### src/rtl/msg_load_controller_if.sv
// Byte-stream, arbitration and RAM write-port bundle for the message load controller.
// The master side feeds payload bytes and core requests; the slave side is the controller.
interface msg_load_controller_if #(
  parameter int WORD_BYTES = 2,
  parameter int P_ADDR_W   = 4,
  parameter int M_ADDR_W   = 6
);
  logic [7:0]              msg_in;
  logic                    msg_valid;
  logic                    particle_flag;
  logic                    map_flag;
  logic                    core_req;
  logic                    core_grant;
  logic                    p_we;
  logic [P_ADDR_W-1:0]     p_addr;
  logic [8*WORD_BYTES-1:0] p_wdata;
  logic                    m_we;
  logic [M_ADDR_W-1:0]     m_addr;
  logic [8*WORD_BYTES-1:0] m_wdata;
  logic                    particles_loaded;
  logic                    map_loaded;
  logic                    frame_err;

  modport master (
    output msg_in, msg_valid, particle_flag, map_flag, core_req,
    input  core_grant, p_we, p_addr, p_wdata, m_we, m_addr, m_wdata,
           particles_loaded, map_loaded, frame_err
  );

  modport slave (
    input  msg_in, msg_valid, particle_flag, map_flag, core_req,
    output core_grant, p_we, p_addr, p_wdata, m_we, m_addr, m_wdata,
           particles_loaded, map_loaded, frame_err
  );
endinterface

### src/rtl/msg_load_controller.sv
// Packs a byte stream into particle/map RAM words and arbitrates the particle RAM with the filter core.
// state   | meaning
// IDLE    | waiting for exactly one payload flag; core may own the particle RAM
// LOAD_P  | packing particle words into the one-deep pending register
// LOAD_M  | packing map words, each written one cycle after completion
// FLUSH_P | particle flag fell with a word still pending; wait for its write
module msg_load_controller #(
  parameter int WORD_BYTES = 2,
  parameter int P_ADDR_W   = 4,
  parameter int M_ADDR_W   = 6
) (
  input logic clk,
  input logic reset,
  msg_load_controller_if.slave bus
);
  localparam int W    = 8*WORD_BYTES;
  localparam int BC_W = (WORD_BYTES > 1) ? $clog2(WORD_BYTES) : 1;
  localparam logic [BC_W-1:0] LAST = BC_W'(WORD_BYTES-1);

  typedef enum logic [1:0] {IDLE, LOAD_P, LOAD_M, FLUSH_P} state_t;

  state_t              state, state_n;
  logic                p_arm, m_arm;
  logic [BC_W-1:0]     bcnt;
  logic [W-1:0]        pack, word;
  logic                pend_valid;
  logic [W-1:0]        pend_data;
  logic [P_ADDR_W-1:0] p_addr;
  logic [M_ADDR_W-1:0] m_addr;
  logic                m_we;
  logic [W-1:0]        m_wdata;
  logic                grant, grant_n;
  logic                p_loaded, m_loaded, ferr;

  logic start_p, start_m, both_err, fall, accept, complete, p_we, pend_busy;
  logic ld_p_n, ld_m_n, drop;

  assign word      = W'({pack, bus.msg_in});
  assign p_we      = pend_valid && !grant;
  // A pending word being written this cycle frees the slot for the next one.
  assign pend_busy = pend_valid && !p_we;
  assign complete  = accept && (bcnt == LAST);
  assign drop      = complete && (state == LOAD_P) && pend_busy;

  always_comb begin
    state_n  = state;
    start_p  = 1'b0;
    start_m  = 1'b0;
    both_err = 1'b0;
    fall     = 1'b0;
    accept   = 1'b0;
    ld_p_n   = 1'b0;
    ld_m_n   = 1'b0;
    case (state)
      IDLE: begin
        if (bus.particle_flag && bus.map_flag) begin
          both_err = p_arm || m_arm;
        end else if (bus.particle_flag && p_arm) begin
          state_n = LOAD_P;
          start_p = 1'b1;
        end else if (bus.map_flag && m_arm) begin
          state_n = LOAD_M;
          start_m = 1'b1;
        end
      end
      LOAD_P: begin
        if (!bus.particle_flag) begin
          fall = 1'b1;
          if (pend_busy) begin
            state_n = FLUSH_P;
          end else begin
            state_n = IDLE;
            ld_p_n  = 1'b1;
          end
        end else begin
          accept = bus.msg_valid;
        end
      end
      LOAD_M: begin
        if (!bus.map_flag) begin
          fall    = 1'b1;
          state_n = IDLE;
          ld_m_n  = 1'b1;
        end else begin
          accept = bus.msg_valid;
        end
      end
      FLUSH_P: begin
        if (p_we) begin
          state_n = IDLE;
          ld_p_n  = 1'b1;
        end
      end
      default: state_n = IDLE;
    endcase

    if (grant) grant_n = bus.core_req;
    else       grant_n = bus.core_req && (state == IDLE || state == LOAD_M) && !pend_valid;
  end

  always_ff @(posedge clk or negedge reset) begin
    if (!reset) begin
      state      <= IDLE;
      p_arm      <= 1'b0;
      m_arm      <= 1'b0;
      bcnt       <= '0;
      pack       <= '0;
      pend_valid <= 1'b0;
      pend_data  <= '0;
      p_addr     <= '0;
      m_addr     <= '0;
      m_we       <= 1'b0;
      m_wdata    <= '0;
      grant      <= 1'b0;
      p_loaded   <= 1'b0;
      m_loaded   <= 1'b0;
      ferr       <= 1'b0;
    end else begin
      state    <= state_n;
      // A flag already high at reset release must drop once before it can start a frame.
      p_arm    <= p_arm || !bus.particle_flag;
      m_arm    <= m_arm || !bus.map_flag;
      grant    <= grant_n;
      p_loaded <= ld_p_n;
      m_loaded <= ld_m_n;
      ferr     <= ferr || both_err || (fall && bcnt != '0) || drop;

      if (start_p || start_m || fall) bcnt <= '0;
      else if (accept)                bcnt <= (bcnt == LAST) ? '0 : bcnt + 1'b1;
      if (accept) pack <= word;

      if (p_we) pend_valid <= 1'b0;
      if (complete && state == LOAD_P && !pend_busy) begin
        pend_valid <= 1'b1;
        pend_data  <= word;
      end

      if (start_p)   p_addr <= '0;
      else if (p_we) p_addr <= p_addr + 1'b1;

      m_we <= complete && (state == LOAD_M);
      if (complete && state == LOAD_M) m_wdata <= word;
      if (start_m)   m_addr <= '0;
      else if (m_we) m_addr <= m_addr + 1'b1;
    end
  end

  assign bus.core_grant       = grant;
  assign bus.p_we             = p_we;
  assign bus.p_addr           = p_addr;
  assign bus.p_wdata          = pend_data;
  assign bus.m_we             = m_we;
  assign bus.m_addr           = m_addr;
  assign bus.m_wdata          = m_wdata;
  assign bus.particles_loaded = p_loaded;
  assign bus.map_loaded       = m_loaded;
  assign bus.frame_err        = ferr;
endmodule

### src/flat_wrapper.sv
// flat-port wrapper written by rule: the top's interface ports become plain ports
module msg_load_controller_flat 
#(
  parameter int WORD_BYTES = 2,
  parameter int P_ADDR_W   = 4,
  parameter int M_ADDR_W   = 6
)
  (clk, reset, bus_msg_in, bus_msg_valid, bus_particle_flag, bus_map_flag, bus_core_req, bus_core_grant, bus_p_we, bus_p_addr, bus_p_wdata, bus_m_we, bus_m_addr, bus_m_wdata, bus_particles_loaded, bus_map_loaded, bus_frame_err);
  msg_load_controller_if #(.WORD_BYTES(WORD_BYTES), .P_ADDR_W(P_ADDR_W), .M_ADDR_W(M_ADDR_W)) bus_i ();
  input logic clk;
  input logic reset;
  input wire logic [$bits(bus_i.msg_in)-1:0] bus_msg_in;
  input wire logic [$bits(bus_i.msg_valid)-1:0] bus_msg_valid;
  input wire logic [$bits(bus_i.particle_flag)-1:0] bus_particle_flag;
  input wire logic [$bits(bus_i.map_flag)-1:0] bus_map_flag;
  input wire logic [$bits(bus_i.core_req)-1:0] bus_core_req;
  output wire logic [$bits(bus_i.core_grant)-1:0] bus_core_grant;
  output wire logic [$bits(bus_i.p_we)-1:0] bus_p_we;
  output wire logic [$bits(bus_i.p_addr)-1:0] bus_p_addr;
  output wire logic [$bits(bus_i.p_wdata)-1:0] bus_p_wdata;
  output wire logic [$bits(bus_i.m_we)-1:0] bus_m_we;
  output wire logic [$bits(bus_i.m_addr)-1:0] bus_m_addr;
  output wire logic [$bits(bus_i.m_wdata)-1:0] bus_m_wdata;
  output wire logic [$bits(bus_i.particles_loaded)-1:0] bus_particles_loaded;
  output wire logic [$bits(bus_i.map_loaded)-1:0] bus_map_loaded;
  output wire logic [$bits(bus_i.frame_err)-1:0] bus_frame_err;
  assign bus_i.msg_in = bus_msg_in;
  assign bus_i.msg_valid = bus_msg_valid;
  assign bus_i.particle_flag = bus_particle_flag;
  assign bus_i.map_flag = bus_map_flag;
  assign bus_i.core_req = bus_core_req;
  assign bus_core_grant = bus_i.core_grant;
  assign bus_p_we = bus_i.p_we;
  assign bus_p_addr = bus_i.p_addr;
  assign bus_p_wdata = bus_i.p_wdata;
  assign bus_m_we = bus_i.m_we;
  assign bus_m_addr = bus_i.m_addr;
  assign bus_m_wdata = bus_i.m_wdata;
  assign bus_particles_loaded = bus_i.particles_loaded;
  assign bus_map_loaded = bus_i.map_loaded;
  assign bus_frame_err = bus_i.frame_err;
  msg_load_controller #(.WORD_BYTES(WORD_BYTES), .P_ADDR_W(P_ADDR_W), .M_ADDR_W(M_ADDR_W)) u_core (.clk(clk), .reset(reset), .bus(bus_i));
endmodule
### config.mk
export PLATFORM = sky130hd
export DESIGN_NAME = msg_load_controller_flat
export DESIGN_NICKNAME = d
export VERILOG_FILES = /design/src/rtl/msg_load_controller_if.sv /design/src/rtl/msg_load_controller.sv /design/src/flat_wrapper.sv
export SDC_FILE = /design/constraint.sdc
export NUM_CORES = 1
export LEC_CHECK = 0
export BUFFER_PORTS_ARGS = -buffer_cell sky130_fd_sc_hd__buf_4
export CAP_MARGIN = 5
export CORE_MARGIN = 2
export CORE_UTILIZATION = 40
export CTS_CLUSTER_DIAMETER = 50
export DETAILED_ROUTE_END_ITERATION = 8
export PLACE_DENSITY = 0.68
export SYNTH_ARGS = -nofsm -noshare
export SYNTH_HDL_FRONTEND = slang
export SYNTH_SLANG_ARGS = --single-unit
### constraint.sdc
create_clock -name clk -period 2.5 [get_ports clk]
set_input_delay 0.25 -clock clk [delete_from_list [all_inputs] [get_ports clk]]
set_output_delay 0.25 -clock clk [all_outputs]
set_load 0.02 [all_outputs]
# == Word level (Yosys, flattened, before mapping) ==
# Index checks and enable logic that the tools add are counted.
# word_totals
reg_bits,61
latch_bits,0
ram_bits,0
rom_bits,0
in_bits,14
out_inout_bits,48
n_memories,0
# op_classes
addsub,3
mul,0
div_mod_pow,0
order_cmp,0
eq_ne,8
shift,0
muxes,38
n_bitwise,0
n_reduce_logical,34
# op_table
op,count
$mux W1,23
$mux W2,7
$logic_and A1 B1 Y1,13
$mux W6,2
$logic_or A1 B1 Y1,9
$mux W4,2
$pmux W2 S4,1
$reduce_bool A2 Y1,4
$add A6 B1 Y6 const B,1
$logic_not A1 Y1,6
$ne A2 B2 Y1 const B,3
$pmux W1 S2,3
$reduce_and A5 Y1,1
$add A4 B1 Y4 const B,1
$eq A2 B2 Y1 const B,2
$ne A3 B1 Y1 const B,1
$eq A2 B1 Y1 const B,1
$logic_not A2 Y1,1
$ne A2 B1 Y1 const B,1
$add A1 B1 Y1 const B,1

# == Longest topological paths before layout ==
# Gate-level depths: netlist of run 1.
# logic_depth
word_depth,8
mapped_depth,7

# == Least setup slack after synthesis of run 1 ==
# No wires, ideal clock.
# synth_timing
path_type,reg2reg
from,reg u_core.state[1]
to,reg u_core.pend_data[10] (netlist: u_core.bus.p_wdata[10])
setup_ns,0.125
arrival_ns,1.713
t_required_ns,2.375
setup_slack_ns,0.662
path_stages_with_launch,8
path_cell_list,dfrtp_1 -> inv_1 -> ha_1 -> and3_4 -> nand3_4 -> a21oi_4 -> buf_12 -> mux2_4
# synth_via
elab_chain_cells,5
# synth_lines
element,line_no,source
"start, declared",msg_load_controller.sv:22,"state_t state, state_n;"
"start signal, assigned",msg_load_controller.sv:119,state <= state_n;
$eq A2 B2 Y1 or $eq A2 B1 Y1 (tied branches),"msg_load_controller.sv:54, msg_load_controller.sv:133",
$pmux W1 S2,msg_load_controller.sv:54,case (state)
$logic_and A1 B1 Y1,msg_load_controller.sv:42,assign complete = accept && (bcnt == LAST);
$logic_and A1 B1 Y1 (*) (2 in a row),msg_load_controller.sv:133,if (complete && state == LOAD_P && !pend_busy) begin
"end signal, assigned",msg_load_controller.sv:135,pend_data <= word;
"end, declared",msg_load_controller.sv:27,logic [W-1:0] pend_data;
# Every way passes the cells marked *; elsewhere a longest branch is shown, timed or not.
# A chain may end at the register's enable or synchronous reset.

# == Worst setup path after layout of run 1 ==
# layout_timing
from,reg u_core.state[1]
to,reg u_core.pend_data[3] (netlist: u_core.bus.p_wdata[3])
# The elaborated chain is that of the path after synthesis.

==> results of run 1 <==
-- cell usage after synthesis, types with 2 or more instances --
cell type,n
nand2b_1,3
mux2_2,22
nand2_1,9
xor2_1,5
xnor2_1,3
nor3b_1,2
a21oi_1,3
nand4_1,3
and3_4,2
dfrtp_1,61
buf_6,3
nor2_1,14
ha_1,7
inv_1,5
mux2_4,19
mux2i_1,3
o21ai_0,2
a21boi_0,3
-- final timing paths --
path / end / slack, ns / depth (start not counted)
setup / recovery: u_core.bus.p_wdata[3] / 0.48 / 7
hold / removal: u_core.bus.m_wdata[14] / -0.01 / 1
setup reg to reg: u_core.bus.p_wdata[3] / 0.48 / 7
hold reg to reg: u_core.bus.m_wdata[2] / 0.51 / 1
max in group asynchronous: u_core.bus.p_addr[0] / 2.03 / 1
min in group clk: u_core.bus.core_grant / 0.13 / 2
-- sequential cells by signal, summed over array words and instances (netlist names) --
register	count
u_core.bus.p_wdata	16
u_core.bus.core_grant	1
u_core.bus.m_we	1
u_core.pend_valid	1
u_core.m_arm	1
u_core.bus.frame_err	1
u_core.bus.m_wdata	16
u_core.bus.p_addr	4
u_core.bus.particles_loaded	1
u_core.p_arm	1
u_core.bus.m_addr	6
u_core.bcnt	1
u_core.state	2
u_core.pack	8
u_core.bus.map_loaded	1
-- kinds of logic (layout without fill, tap and decap cells) --
family,count (synthesis),after routing,synth area share (%)
buf+inv,11,84,3.21
compound gates,14,14,3.96
flops,61,61,57.5
xor+xnor,8,8,2.64
fa+ha+maj,7,7,3.30
mux,44,44,21.2
simple gates,40,40,8.16
-- where the power goes --
| group | leakage [nW] | switching (mW) | internal (mW) |
|---|---|---|---|
| registers | 0.803 | 0.203 | 1.28 |
| clock network | 0.0992 | 0.362 | 0.480 |
| logic | 0.800 | 0.616 | 0.681 |
| total | 1.70 | 1.18 | 2.44 |
-- area by class of cell --
type | instances | area share (%)
clock buffer | 11 | 4.21
tap | 77 | 2.87
multi-input combinational | 113 | 31.1
sequential | 61 | 45.5
timing repair buffer | 64 | 14.3
inverter | 5 | 0.559
clock inverter | 4 | 1.45
-- per-layer routing --
metal | vias up | share of wire, % | GRT usage, %
met5 | - | 0 | 0
met4 | 0 | 1.6 | 7.36
met3 | 8 | 4.9 | 4.57
met2 | 40 | 46 | 21.4
met1 | 797 | 47 | 21.1
li1 | 782 | - | -
-- critical path: stages (launching register included) --
cell and delay, ns:
dfrtp_1 0.41, inv_1 0.09, ha_1 0.33, and3_4 0.21, nand3_4 0.09, a21oi_4 0.11
buf_4 0.29, mux2_2 0.37
==> results.cfg, run 1 <==
[timing]
clock.fmax_mhz = 495
skew_ns = 0.00837
final_hold_viol_count = 29
tightest_slew_ns = 0.734
rsz0062_at_grt = no
layout_setup_ws_ns = 0.480
setup_violations = 0
tns_ns = 0
finalMaxSlewViolations = 0
relSlewSlack_pct = 51.0
finalCritPeriodShare_pct = 80.8
fin_crit_ns = 2.02
hold_ws_ns = -0.0128

[synth]
yosysTopAreaCell = dfrtp_1
netlist_area_um2 = 2650
synthTopCellsByArea = dfrtp_1, mux2_4, mux2_2, ha_1, nor2_1
synthCells = 185
synth_cell_types = 34
synth-edff-count = 0
async_flop_share_pct = 100
ys_ff_latch = 61
syn_area_per_cell_um2 = 14.3
dominantRegCellSynth = dfrtp_1
ys_warn_count = 0
synth_top_area_share_pct = 57.5
seq_area_frac_synth_pct = 57.5
syn_nets = 206

[detailed_routing]
wire_per_inst_um = 14.9
dr_total_vias = 1627
dr.pass1.iters = 4
drt_iter0_markers = 43
ant_nets = 0
wirelength_um = 5000
drc = 0
via_per_inst = 4.86

[grt]
grt_max_degree = 62
grt_pass1_vias = 1686
grtUsageTotal_pct = 15.1
antenna_found_initial = 0
gr-total-overflow = 0
grt_pass1_wl_um = 8510

[floorplanning]
io_pins = 62
design.core.area_um2 = 6390
dieArea_um2 = 7300
core.rowCount = 29
dieHeight_um = 85.5
chipWidth_um = 85.5
start_util_pct = 41.6

[status]
failed_checks = hold timing
status = finished, violations left

[cells_and_area]
synthToLayoutAreaGrowth_pct = 26.4
final_cells = 335
final_cell_mix = buf_4, dfrtp_1, mux2_2
final_common_cell = buf_4
diodes = 0
drive_above_1_share_pct = 47.7
fillers = 557
final_util_pct = 52.5
design_area_um2 = 3350
register_area_um2 = 1530
multi_input_area_um2 = 1040
finalNetCount = 275

[clock_tree]
cts_buffers = 9
clk_path_buf_depth = 2
holdBufCountCts = 0
cts_setup_buffers = 0
htree_levels = 3
cts_tree = built
cts.sinks = 61
clk_latency_ns = 0.33
cts_root_buffer = clkbuf_8
cts_resized = 0
clk_pin_slew_ns = 0.07

[setup_path]
cp_max_fo = 16
arrival_ns = 2.23
path_class = reg -> reg
cp.required_ns = 2.71
crit_path_end_kind = flop
worstSetupStartpoint = u_core.state[1]
startpoint_type = flop
r2r-start = u_core.state[1]

[worst_hold_path]
hold_class = in -> async

[flow_run]
maxCapViolCount = 0

[placement]
place_congestion = 0.835
dpl.cell_count = 320
dpl_worst_slack_ns = 0.499
place_hpwl_um = 3400
postPlaceCellArea_um2 = 3160
io_buffers = 61

[power_and_ir_drop]
power_density_nw_per_um2 = 1080
p_total_mw = 3.62
p_leak_nw = 1.70
vdd_drop_max_mv = 0.579
Note: power is estimated with default switching activity, not from simulation.
==> inputs of run 2 (changes only) <==
PLACE_DENSITY = 0.71   (was 0.68)
clock period = 1.7 ns   (was 2.5 ns; I/O delays follow)
==> run 2 against run 1 <==
Effect of this change:
- the flow finishes with violations (setup timing)
- total power increased by 62%
- die area is the same
- hold slack gained 0.050 ns
- critical path depth stayed put
- cell area is 9.7% higher
- clock skew shrank 0.00078 ns
- utilization up 5.1 points
- first-iteration DRC count up 42%
- critical path type unchanged
- highest routed layer unchanged
==> results.cfg, run 2 (synthesis gave the netlist of run 1 again) <==
[grt]
antenna_found_initial = 0
grtUsageTotal_pct = 15.6
grt_pass1_wl_um = 8620
gr-total-overflow = 0
grt_pass1_vias = 1719
grt_max_degree = 32

[setup_path]
cp.required_ns = 1.92
path_class = reg -> reg
crit_top_cell = mux2_4
cp_max_fo = 16
arrival_ns = 1.97
path_cells = inv_2 -> ha_1 -> mux2_4 -> nand3_4 -> a21oi_4 -> buf_12 -> mux2_4
cpMaxStageDelayCell = dfrtp_1
crit_path_end_kind = flop
startpoint_type = flop
cp_slowest_stage_delay_ns = 0.39
worst-r2r-setup-slack_ns = -0.05

[cells_and_area]
diodes = 0
drive_above_1_share_pct = 54.0
finalNetCount = 292
final_cell_mix = buf_4, dfrtp_1, mux2_4
synthToLayoutAreaGrowth_pct = 38.7
final_common_cell = buf_4

[floorplanning]
core.rowCount = 29
dieArea_um2 = 7300
io_pins = 62
design.core.area_um2 = 6390
start_util_pct = 41.6
chipWidth_um = 85.5
dieHeight_um = 85.5

[detailed_routing]
route.met3.wl_um = 184
wirelength_um = 5730
drt_iter0_markers = 61
dr.pass1.iters = 4
drc = 0
dr_total_vias = 1742
top_layer_used = met4
wire_per_inst_um = 16.2
wl_met1_um = 2600
ant_nets = 0
via_per_inst = 4.93
wl_met2_um = 2840

[status]
status = finished, violations left
failed_checks = setup timing

[clock_tree]
htree_levels = 3
cts_buffers = 9
cts_root_buffer = clkbuf_8
cts.sinks = 61
clk_path_buf_depth = 2
cts_tree = built
clk_pin_slew_ns = 0.07
clk_latency_ns = 0.34

[timing]
finalMaxSlewViolations = 0
fin_crit_ns = 1.75
tightest_slew_ns = 0.408
clock.fmax_mhz = 570
rsz0062_at_grt = yes
setup_violations = 25
skew_ns = 0.00760
hold_ws_ns = 0.0368
relSlewSlack_pct = 72.8
finalCritPeriodShare_pct = 103
final_hold_viol_count = 0
layout_setup_ws_ns = -0.0536

[placement]
place_congestion = 0.775
dpl_worst_slack_ns = -0.0589
io_buffers = 61
place_hpwl_um = 3730

[power_and_ir_drop]
p_total_mw = 5.85
vdd_drop_max_mv = 1.00
power.internal_mw = 3.91
seqPwrFrac_pct = 37.5
p_leak_nw = 1.84
pwr-share-clk_pct = 23.0
sw_frac_of_total_pct = 33.1
combPwrFrac_pct = 39.5
p_sw_mw = 1.94
power_density_nw_per_um2 = 1590

[flow_run]
maxCapViolCount = 0

[worst_hold_path]
hold_class = in -> reg
==> run 2: layer usage <==
layer,vias to the layer above,track usage [%]
li1,815,-
met1,885,21.0
met2,34,23.7
met3,8,3.21
met4,0,8.23
met5,-,0
==> run 2: final timing paths <==
check | to | cells after the start | start
max in group asynchronous | u_core.state[0] | 3 | reset
max | u_core.bus.p_wdata[3] | 7 | u_core.state[0]
min in group asynchronous | u_core.bus.m_wdata[13] | 2 | reset
min reg2reg | u_core.bus.m_wdata[12] | 1 | u_core.bus.m_wdata[12]
min | u_core.bus.core_grant | 2 | bus_core_req
max reg2reg | u_core.bus.p_wdata[3] | 7 | u_core.state[0]
==> run 2: per-stage QoR <==
stage                     TNS (ns)  util [%]  std cells  cell area [um^2]
after floorplan              -1.69         -        185              2670
after global placement     -0.0750      51.5        330              3290
after detailed placement    -0.712      51.5        330              3290
after CTS                   -0.721      55.3        348              3530
after global routing         -2.97      57.6        353              3680
final                       -0.888      57.6        353              3680
==> run 2: timing repair <==
item	4_1_cts	5_1_grt
hold buffers	1	0
setup buffers	1	4
endpoints found under the setup margin	33	44
gates cloned	0	1
hold endpoints to repair	30	0
resized for setup	4	24
pin swaps	0	4
==> run 2: worst max-delay path, delay by kind of cell, from the launching register on <==
| kind | cells | cell delay [ns] |
|---|---|---|
| multiplexers | 2 | 0.64 |
| flip-flops | 1 | 0.39 |
| buffers and inverters | 2 | 0.26 |
| adder cells (fa/ha/maj) | 1 | 0.19 |
| AND/OR/NAND/NOR | 1 | 0.11 |
| AO/OA/AOI/OAI | 1 | 0.04 |
==> run 2: final cells by class <==
type / instances / area, um^2
timing repair buffer: 81 / 678
clock buffer: 10 / 138
clock inverter: 6 / 68.8
tap: 77 / 96.3
fill: 529 / 2710
multi-input combinational: 113 / 1150
sequential: 61 / 1530
inverter: 5 / 18.8
==> run 2: power by group through the flow <==
stage / logic, mW / clock network (mW) / registers, mW
floorplan: 0.900 / 0 / 2.53
CTS: 2.15 / 1.38 / 2.19
global route: 2.46 / 1.44 / 2.26
finish: 2.31 / 1.35 / 2.20
global placement: 2.05 / 0 / 2.20
detailed placement: 2.10 / 0 / 2.21
==> inputs of run 3 (changes only) <==
ABC_AREA = 1   (was default)
==> run 3 against run 2 <==
Effect of this change:
- the run now ends clean
- count of clock-buffer cells in the layout shrank 1
- worst setup slack gained 0.057 ns
- first-iteration DRC count grew to 2.6 times the previous value
- sequential share of layout area shrank 2.1 points
- non-clock buffer count grew 2
- via count grew 37%
- hold slack lost 0.011 ns
- routed wire length grew 25%
- global-route usage grew 3.0 points
- critical path type unchanged
- largest power group is now registers
==> results.cfg, run 3 <==
[floorplanning]
start_util_pct = 41.9
design.core.area_um2 = 6460
io_pins = 62
dieHeight_um = 86.2
dieArea_um2 = 7430
core.rowCount = 29
chipWidth_um = 86.2

[detailed_routing]
dr_total_vias = 2384
drc = 0
wirelength_um = 7170
dr.pass1.iters = 4
wire_per_inst_um = 15.3
drt_iter0_markers = 158
ant_nets = 0
via_per_inst = 5.09

[placement]
dpl.cell_count = 438
dpl_worst_slack_ns = -0.0678
io_buffers = 61
place_hpwl_um = 4580
place_congestion = 0.909

[synth]
syn_area_per_cell_um2 = 9.10
syn_nets = 318
ys_warn_count = 0
synth-edff-count = 0
synth_most_common_cell = nand2_1
seq_area_frac_synth_pct = 56.5
dominantRegCellSynth = dfrtp_1
synthTopCellsByArea = dfrtp_1, nand2_1, nand3_1, inv_1, ha_1
ys_ff_latch = 61
netlist_area_um2 = 2700
synthCells = 297
async_flop_share_pct = 100
yosysTopAreaCell = dfrtp_1
synth_cell_types = 26
synth_top_area_share_pct = 56.5
netlist_top_cells_count = nand2_1, dfrtp_1, inv_1

[setup_path]
cp.required_ns = 1.93
crit_path_end_kind = flop
startpoint_type = flop
path_class = reg -> reg
cp_max_fo = 6
arrival_ns = 1.93

[cells_and_area]
final_cells = 468
drive_above_1_share_pct = 39.6
final_common_cell = nand2_1
fillers = 528
diodes = 0
finalNetCount = 407
final_cell_mix = nand2_1, buf_4, dfrtp_1
synthToLayoutAreaGrowth_pct = 43.5

[grt]
antenna_found_initial = 0
grtUsageTotal_pct = 18.6
grt_max_degree = 30
gr-total-overflow = 0
grt_pass1_vias = 2375
grt_pass1_wl_um = 10600

[timing]
skew_ns = 0.00872
relSlewSlack_pct = 72.7
final_hold_viol_count = 0
rsz0062_at_grt = yes
tightest_slew_ns = 0.410
finalMaxSlewViolations = 0
finalCritPeriodShare_pct = 99.8
clock.fmax_mhz = 589
setup_violations = 0
fin_crit_ns = 1.70
layout_setup_ws_ns = 0.00314
hold_ws_ns = 0.0259

[clock_tree]
cts_buffers = 9
cts_tree = built
cts_root_buffer = clkbuf_8
clk_latency_ns = 0.34
htree_levels = 3
clk_pin_slew_ns = 0.07
clk_path_buf_depth = 2
cts.sinks = 61

[status]
status = completed

[power_and_ir_drop]
p_total_mw = 5.80
vdd_drop_max_mv = 0.706
power_density_nw_per_um2 = 1500
p_leak_nw = 2.09

[flow_run]
maxCapViolCount = 0

[worst_hold_path]
hold_class = in -> reg
## run 3: cell types whose count changed after synthesis, moves of 5 or more
cell | before | now
nand2_1 | 9 | 101
nand3_1 | 1 | 26
inv_1 | 5 | 28
mux2_2 | 22 | 0
mux2_4 | 19 | 0
o21ai_0 | 2 | 14
o21ai_2 | 0 | 8
nor3_1 | 0 | 5
xor2_1 | 5 | 0
## run 3: cell families after synthesis
kind of cell    after synthesis  share of synthesized area (%)
flops                        61                           56.5
simple gates                163                           27.1
compound gates               29                           6.57
fa+ha+maj                     7                           3.24
buf+inv                      36                           6.29
mux                           1                          0.370
## run 3: through the flow
step	instance area [um^2]	TNS, ns	util [%]
floorplan	2700	0	-
global placement	3310	0	51.2
detailed placement	3310	-0.415	51.2
CTS	3550	0	54.9
global route	3880	-1.23	60.1
finish	3880	0	60.1
## run 3: final cells by class
| type | count | area [um^2] | area share [%] |
|---|---|---|---|
| Clock inverter | 7 | 98.8 | 2.55 |
| Sequential cell | 61 | 1530 | 39.3 |
| Multi-Input combinational cell | 201 | 1200 | 30.8 |
| Clock buffer | 9 | 124 | 3.19 |
| Timing Repair Buffer | 83 | 723 | 18.6 |
| Tap cell | 77 | 96.3 | 2.48 |
| Inverter | 30 | 115 | 2.97 |
## run 3: final timing paths
path	from	endpoint	slack, ns	cells after the start
max reg2reg	u_core.state[1]	u_core.bus.m_wdata[14]	0.003	9
min	bus_map_flag	u_core.bus.map_loaded	0.03	2
max in group asynchronous	reset	u_core.bus.m_wdata[0]	0.85	3
min in group asynchronous	reset	u_core.bus.p_addr[1]	0.30	2
min reg2reg	u_core.bus.p_wdata[7]	u_core.bus.p_wdata[7]	0.49	2
max	u_core.state[1]	u_core.bus.m_wdata[14]	0.003	9
## run 3: critical path, stage by stage (launching register included)
cell and delay, ns:
dfrtp_1 0.41, buf_4 0.16, ha_4 0.18, nand2_4 0.09, nand2_2 0.07, nor2_4 0.18
nand3_4 0.18, clkbuf_16 0.23, nand2_2 0.06, nand2_1 0.05
## run 3: repair_timing
action                                  in CTS  in global routing
setup buffers                                1                  7
resized for setup                            1                 47
pin swaps                                    0                 27
hold buffers                                 1                  0
endpoints found under the setup margin       9                 40
gates cloned                                 0                  5
hold endpoints to repair                    27                  0
## run 3: power breakdown
part / internal [mW] / switching, mW
clock network: 0.832 / 0.619
registers: 1.86 / 0.378
logic: 0.940 / 1.17
## run 3: layer usage
layer	vias up	part of all wire (%)	GRT usage (%)
li1	1133	-	-
met1	1144	44	23.1
met2	91	48	30.6
met3	16	5.7	4.00
met4	0	2.2	9.80
met5	-	0	0
